### src/rtl/scoreboard_register_file.sv
// Register file with per-register busy scoreboard; RAW/WAW hazards gate issue.
// Latency: reads are combinational, write-back and reservations take effect at the next clock edge.
// Backpressure: issue_ready drops while a source or the destination is reserved; write-back is never stalled.
//
// Ports:
//   clock, reset_n                      clock and asynchronous active-low reset
//   rs1_addr/rs2_addr -> rs*_data/busy  combinational read ports with busy status
//   issue_valid/issue_rd/issue_uses_rd  issue request; issue_ready is the hazard-free grant
//   wb_valid/wb_addr/wb_data            write-back; clears the busy bit of wb_addr
//   busy_count                          registered number of busy registers
//   wb_err                              sticky: write-back hit a register that was not busy
// Optional feature: define WRITE_BYPASS_EN to forward write-back data and
// release busy status in the write-back cycle itself.
module scoreboard_register_file #(
    parameter int XLEN     = 32,
    parameter int NREGS    = 32,
    parameter int ZERO_REG = 1,
    localparam int AW      = $clog2(NREGS)
) (
    input  logic            clock,
    input  logic            reset_n,
    input  logic [AW-1:0]   rs1_addr,
    input  logic [AW-1:0]   rs2_addr,
    output logic [XLEN-1:0] rs1_data,
    output logic [XLEN-1:0] rs2_data,
    output logic            rs1_busy,
    output logic            rs2_busy,
    input  logic            issue_valid,
    input  logic [AW-1:0]   issue_rd,
    input  logic            issue_uses_rd,
    output logic            issue_ready,
    input  logic            wb_valid,
    input  logic [AW-1:0]   wb_addr,
    input  logic [XLEN-1:0] wb_data,
    output logic [AW:0]     busy_count,
    output logic            wb_err
);

`ifdef WRITE_BYPASS_EN
    localparam bit BYPASS = 1'b1;
`else
    localparam bit BYPASS = 1'b0;
`endif

    localparam bit ZERO_EN = (ZERO_REG != 0);

    logic [XLEN-1:0]  r_regs [NREGS];
    logic [NREGS-1:0] r_busy;
    logic [AW:0]      r_busy_count;
    logic             r_wb_err;

    logic [NREGS-1:0] w_wb_hit;     // one-hot write-back target, hardwired zero excluded
    logic [NREGS-1:0] w_set;        // one-hot reservation on fire
    logic [NREGS-1:0] w_busy_eff;
    logic [NREGS-1:0] w_busy_nxt;
    logic [AW:0]      w_cnt_nxt;
    logic             w_fire;
    logic             w_wb_err_evt;
    logic             w_rs1_zero;
    logic             w_rs2_zero;

    always_comb begin
        w_wb_hit = '0;
        w_set    = '0;
        for (int i = 0; i < NREGS; i++) begin
            w_wb_hit[i] = wb_valid && (wb_addr == AW'(i)) && !(ZERO_EN && (i == 0));
            w_set[i]    = w_fire && issue_uses_rd && (issue_rd == AW'(i))
                          && !(ZERO_EN && (i == 0));
        end
    end

    // With bypass, a register being written back this cycle already counts as free.
    assign w_busy_eff = BYPASS ? (r_busy & ~w_wb_hit) : r_busy;

    assign w_rs1_zero = ZERO_EN && (rs1_addr == '0);
    assign w_rs2_zero = ZERO_EN && (rs2_addr == '0);

    always_comb begin
        rs1_data = r_regs[rs1_addr];
        rs2_data = r_regs[rs2_addr];
        if (BYPASS && w_wb_hit[rs1_addr]) rs1_data = wb_data;
        if (BYPASS && w_wb_hit[rs2_addr]) rs2_data = wb_data;
        if (w_rs1_zero) rs1_data = '0;
        if (w_rs2_zero) rs2_data = '0;
    end

    assign rs1_busy    = w_busy_eff[rs1_addr];
    assign rs2_busy    = w_busy_eff[rs2_addr];
    assign issue_ready = ~rs1_busy & ~rs2_busy & ~(issue_uses_rd & w_busy_eff[issue_rd]);
    assign w_fire      = issue_valid & issue_ready;

    // Reservation is applied after the release so a same-cycle reserve wins.
    assign w_busy_nxt   = (r_busy & ~w_wb_hit) | w_set;
    assign w_wb_err_evt = |(w_wb_hit & ~r_busy);

    always_comb begin
        w_cnt_nxt = '0;
        for (int i = 0; i < NREGS; i++) begin
            w_cnt_nxt = w_cnt_nxt + (AW+1)'(w_busy_nxt[i]);
        end
    end

    always_ff @(posedge clock or negedge reset_n) begin
        if (!reset_n) begin
            r_busy       <= '0;
            r_busy_count <= '0;
            r_wb_err     <= 1'b0;
            for (int i = 0; i < NREGS; i++) begin
                r_regs[i] <= '0;
            end
        end else begin
            r_busy       <= w_busy_nxt;
            r_busy_count <= w_cnt_nxt;
            if (w_wb_err_evt) r_wb_err <= 1'b1;
            for (int i = 0; i < NREGS; i++) begin
                if (w_wb_hit[i]) r_regs[i] <= wb_data;
            end
        end
    end

    assign busy_count = r_busy_count;
    assign wb_err     = r_wb_err;

endmodule

### config.mk
export PLATFORM = sky130hd
export DESIGN_NAME = scoreboard_register_file
export DESIGN_NICKNAME = d
export VERILOG_FILES = /design/src/rtl/scoreboard_register_file.sv
export SDC_FILE = /design/constraint.sdc
export NUM_CORES = 2
export LEC_CHECK = 0
export CAP_MARGIN = 0
export CORE_ASPECT_RATIO = 1.1
export CORE_MARGIN = 1.5
export CORE_UTILIZATION = 49
export DETAILED_ROUTE_END_ITERATION = 16
export PLACE_DENSITY_LB_ADDON = 0.05
export SLEW_MARGIN = 20
export SYNTH_ARGS = -nofsm -noshare
export SYNTH_HDL_FRONTEND = slang
export SYNTH_SLANG_ARGS = --single-unit
### constraint.sdc
create_clock -name clock -period 7.7 [get_ports clock]
set_clock_uncertainty 0.15 [all_clocks]
set_input_delay 1.925 -clock clock [delete_from_list [all_inputs] [get_ports clock]]
set_output_delay 1.925 -clock clock [all_outputs]
set_load 0.005 [all_outputs]
==> key figures <==
Status
  • Run status: finished clean

STA
  • Final worst-path cycle share: 99.8%
  • Pin slew with the least headroom to its limit: 1140 ps
  • Endpoints failing setup: 0
  • Max-slew headroom: 24.1%
  • RSZ-0062 raised after global routing: yes
  • Slew Limit Fails: 0
  • FMAX: 130 MHz
  • Final min period: 7680 ps
  • Hold Fails Final Rpt: 0

Power and ir drop
  • Seq pwr share: 42.3%
  • Net load switching power: 4.89 mW
  • Pwr Density: 268 nW/µm²
  • Clk pwr share: 33.4%
  • Internal: 12.3 mW
  • Logic pwr share: 24.4%
  • Switching share of power: 28.5%
  • Leakage: 29.4 nW
  • VDD IR max: 262 µV
  • Power, Total: 17.2 mW

Placement
  • RePlAce Congestion: 0.909
  • Buffers on Ports: 130
  • Inst Count DP: 5991
  • Post-DP HPWL: 105 mm

Synth
  • Register area share after synthesis: 45.8%
  • Syn. warnings: 0
  • Synth area leaders: dfrtp_1 46%, mux4_2 23%, mux2_2 12%
  • Syn_nets: 4640
  • Most frequent cells after synthesis: 1427 x nand2_1, 1030 x dfrtp_1, 615 x mux2_2
  • Post-synth EDFFs: 0
  • Most common cell in the netlist: nand2_1
  • Flops & latches, synth: 1030
  • Post-Syn Area per Cell: 12.4 µm²
  • Mapped cell area: 56300 µm²
  • Syn Inst Count: 4553
  • Dominant synthesized flop cell: dfrtp_1
  • Share of the synthesized area in the top cell type: 45.8%
  • Synth async-reset ratio: 100%
  • Leading area contributor after synthesis: dfrtp_1
  • Unique cell type count in the Yosys netlist: 54

Routing
  • WL met1: 77.7 mm
  • DRC marker count from the first detailed-route iteration: 3524
  • Total wire length: 195 mm
  • Met3 routed WL: 13.1 mm
  • Drt pass-1 iters: 6
  • Final ANT Viol Nets: 0
  • Vias: 39466
  • Highest Signal Layer: met5
  • DR vias/cell: 6.35
  • Met2 wire length: 95.8 mm
  • WL/cell: 31.5 µm
  • DRC viols: 0

CTS
  • H-tree depth: 3
  • Clk Latency, worst-skew pair: 740 ps
  • CTS Root Cell: clkbuf_16
  • CTS tree: done
  • Worst-path clk slew: 60 ps
  • CTS max path bufs: 3
  • TritonCTS Buffers: 114
  • Clock sinks: 1030

GRT
  • First-pass GRT wire length: 287 mm
  • Gr ovfl total: 0
  • Initial antenna violation count: 5
  • GR Util All Layers: 34.0%
  • Vias in the first global route: 40579
  • Largest net degree at the start of global routing: 174

Worst setup path
  • Crit Path Class: input pin to output pin
  • Top fanout value on the critical path: 107
  • Worst Path Required: 5620 ps
  • WP data arrival: 5610 ps
  • Startpoint type of the worst setup path: input pin
  • Setup crit end kind: output pin

Floorplanning
  • Std cell rows: 130
  • IO Pins: 131
  • Die Ht: 358 µm
  • Die X: 326 µm
  • Core ar.: 114000 µm²
  • Die area: 117000 µm²
  • Initial Utilization: 49.4%

Final layout
  • Final cell count without fillers: 6211
  • Area growth from synthesis to layout: 13.6%
  • NumNets Final: 4684
  • Share of cells above drive strength 1: 36.7%
  • Layout filler cell count: 9639
  • Final core occ: 56.1%
  • Register area: 25800 µm²
  • Area of the multi-input gates: 29100 µm²

Job
  • Max cap viols: 0

Worst hold path
  • Min-delay worst type: flip-flop to flip-flop
==> final timing paths <==
path                             start       endpoint  slack, ps  cells after the start
max                        rs1_addr[1]   rs1_data[10]         20                     10
max in group asynchronous      reset_n    r_regs[658]       4770                      2
min in group asynchronous      reset_n    r_regs[923]       1050                      1
min                        r_regs[180]    r_regs[180]        340                      2
max reg2reg                 r_busy[22]  busy_count[4]        890                     22
min reg2reg                r_regs[180]    r_regs[180]        340                      2
==> cells by family after synthesis <==
kind of cell	share of synthesized area, %
muxes	36.5
adders and majority gates	0.974
xor gates and xnor gates	0.0467
DFF	45.8
AOI/OAI and AO/OA	2.22
buffers and inverters	3.18
and+or+nand+nor	11.3
==> repair_timing <==
| item | CTS | global route |
|---|---|---|
| setup buffers | 5 | 2 |
| hold buffers | 0 | 0 |
| cloned | 2 | 0 |
| resized for setup | 13 | 24 |
| endpoints found under the setup margin | 14 | 14 |
| pin swaps | 19 | 21 |
==> worst max-delay path, cell delays in order <==
cell and delay (ps):
buf_8 100, buf_4 110, buf_4 700, buf_12 590, mux4_2 360, mux2i_1 80, nand2_1 100, o21ai_0 110
o31ai_1 700, clkdlybuf4s50_1 650
==> layout by cell type (no fill, tap or decap), types with 43 or more instances in the layout <==
cell | synthesis | final
a22o_1 | 53 | 53
buf_4 | 3 | 208
clkbuf_16 | 0 | 117
clkdlybuf4s50_1 | 0 | 99
dfrtp_1 | 1030 | 1030
mux2_2 | 615 | 615
mux2i_1 | 43 | 43
mux4_2 | 586 | 586
nand2_1 | 1427 | 1398
nor2_1 | 118 | 105
==> metal layers <==
metal  GRT usage [%]  vias to the layer above
met2            56.5                     1579
met4            14.6                        6
met1            44.8                    21016
met3            5.38                      446
met5               0                        -
li1                -                    16419
==> power by group through the flow <==
stage                     clock, mW  combinational [mW]  sequential (mW)
after floorplan                   0                3.01             7.04
after global placement            0                4.12             7.25
after detailed placement          0                4.17             7.31
after CTS                      5.82                4.20             7.22
after global routing           6.03                4.58             7.38
final                          5.72                4.18             7.25
==> flip-flops by register name (all words and copies together), names as in the netlist <==
name,cells
r_regs,992
r_busy,31
busy_count,6
wb_err,1
==> cell type report <==
class                           instances  share of cell area (%)
Timing Repair Buffer                  359                    4.99
Tap cell                             1518                    2.97
Sequential cell                      1030                    40.3
Multi-Input combinational cell       3070                    45.5
Inverter                               22                   0.131
Clock inverter                         39                   0.736
Antenna cell                            1                 0.00391
Clock buffer                          172                    5.36
==> through the flow <==
step	TNS, ps	instance area [µm²]	hold slack (ps)	setup slack, ps
floorplan	-702	56400	307	-337
global placement	-5140	59900	319	-1030
detailed placement	-5120	60000	328	-1030
CTS	-7.94	64000	344	-7.94
global route	-25.3	63900	361	-25.3
finish	0	63900	341	17.1
(Power assumes the default switching activity.)
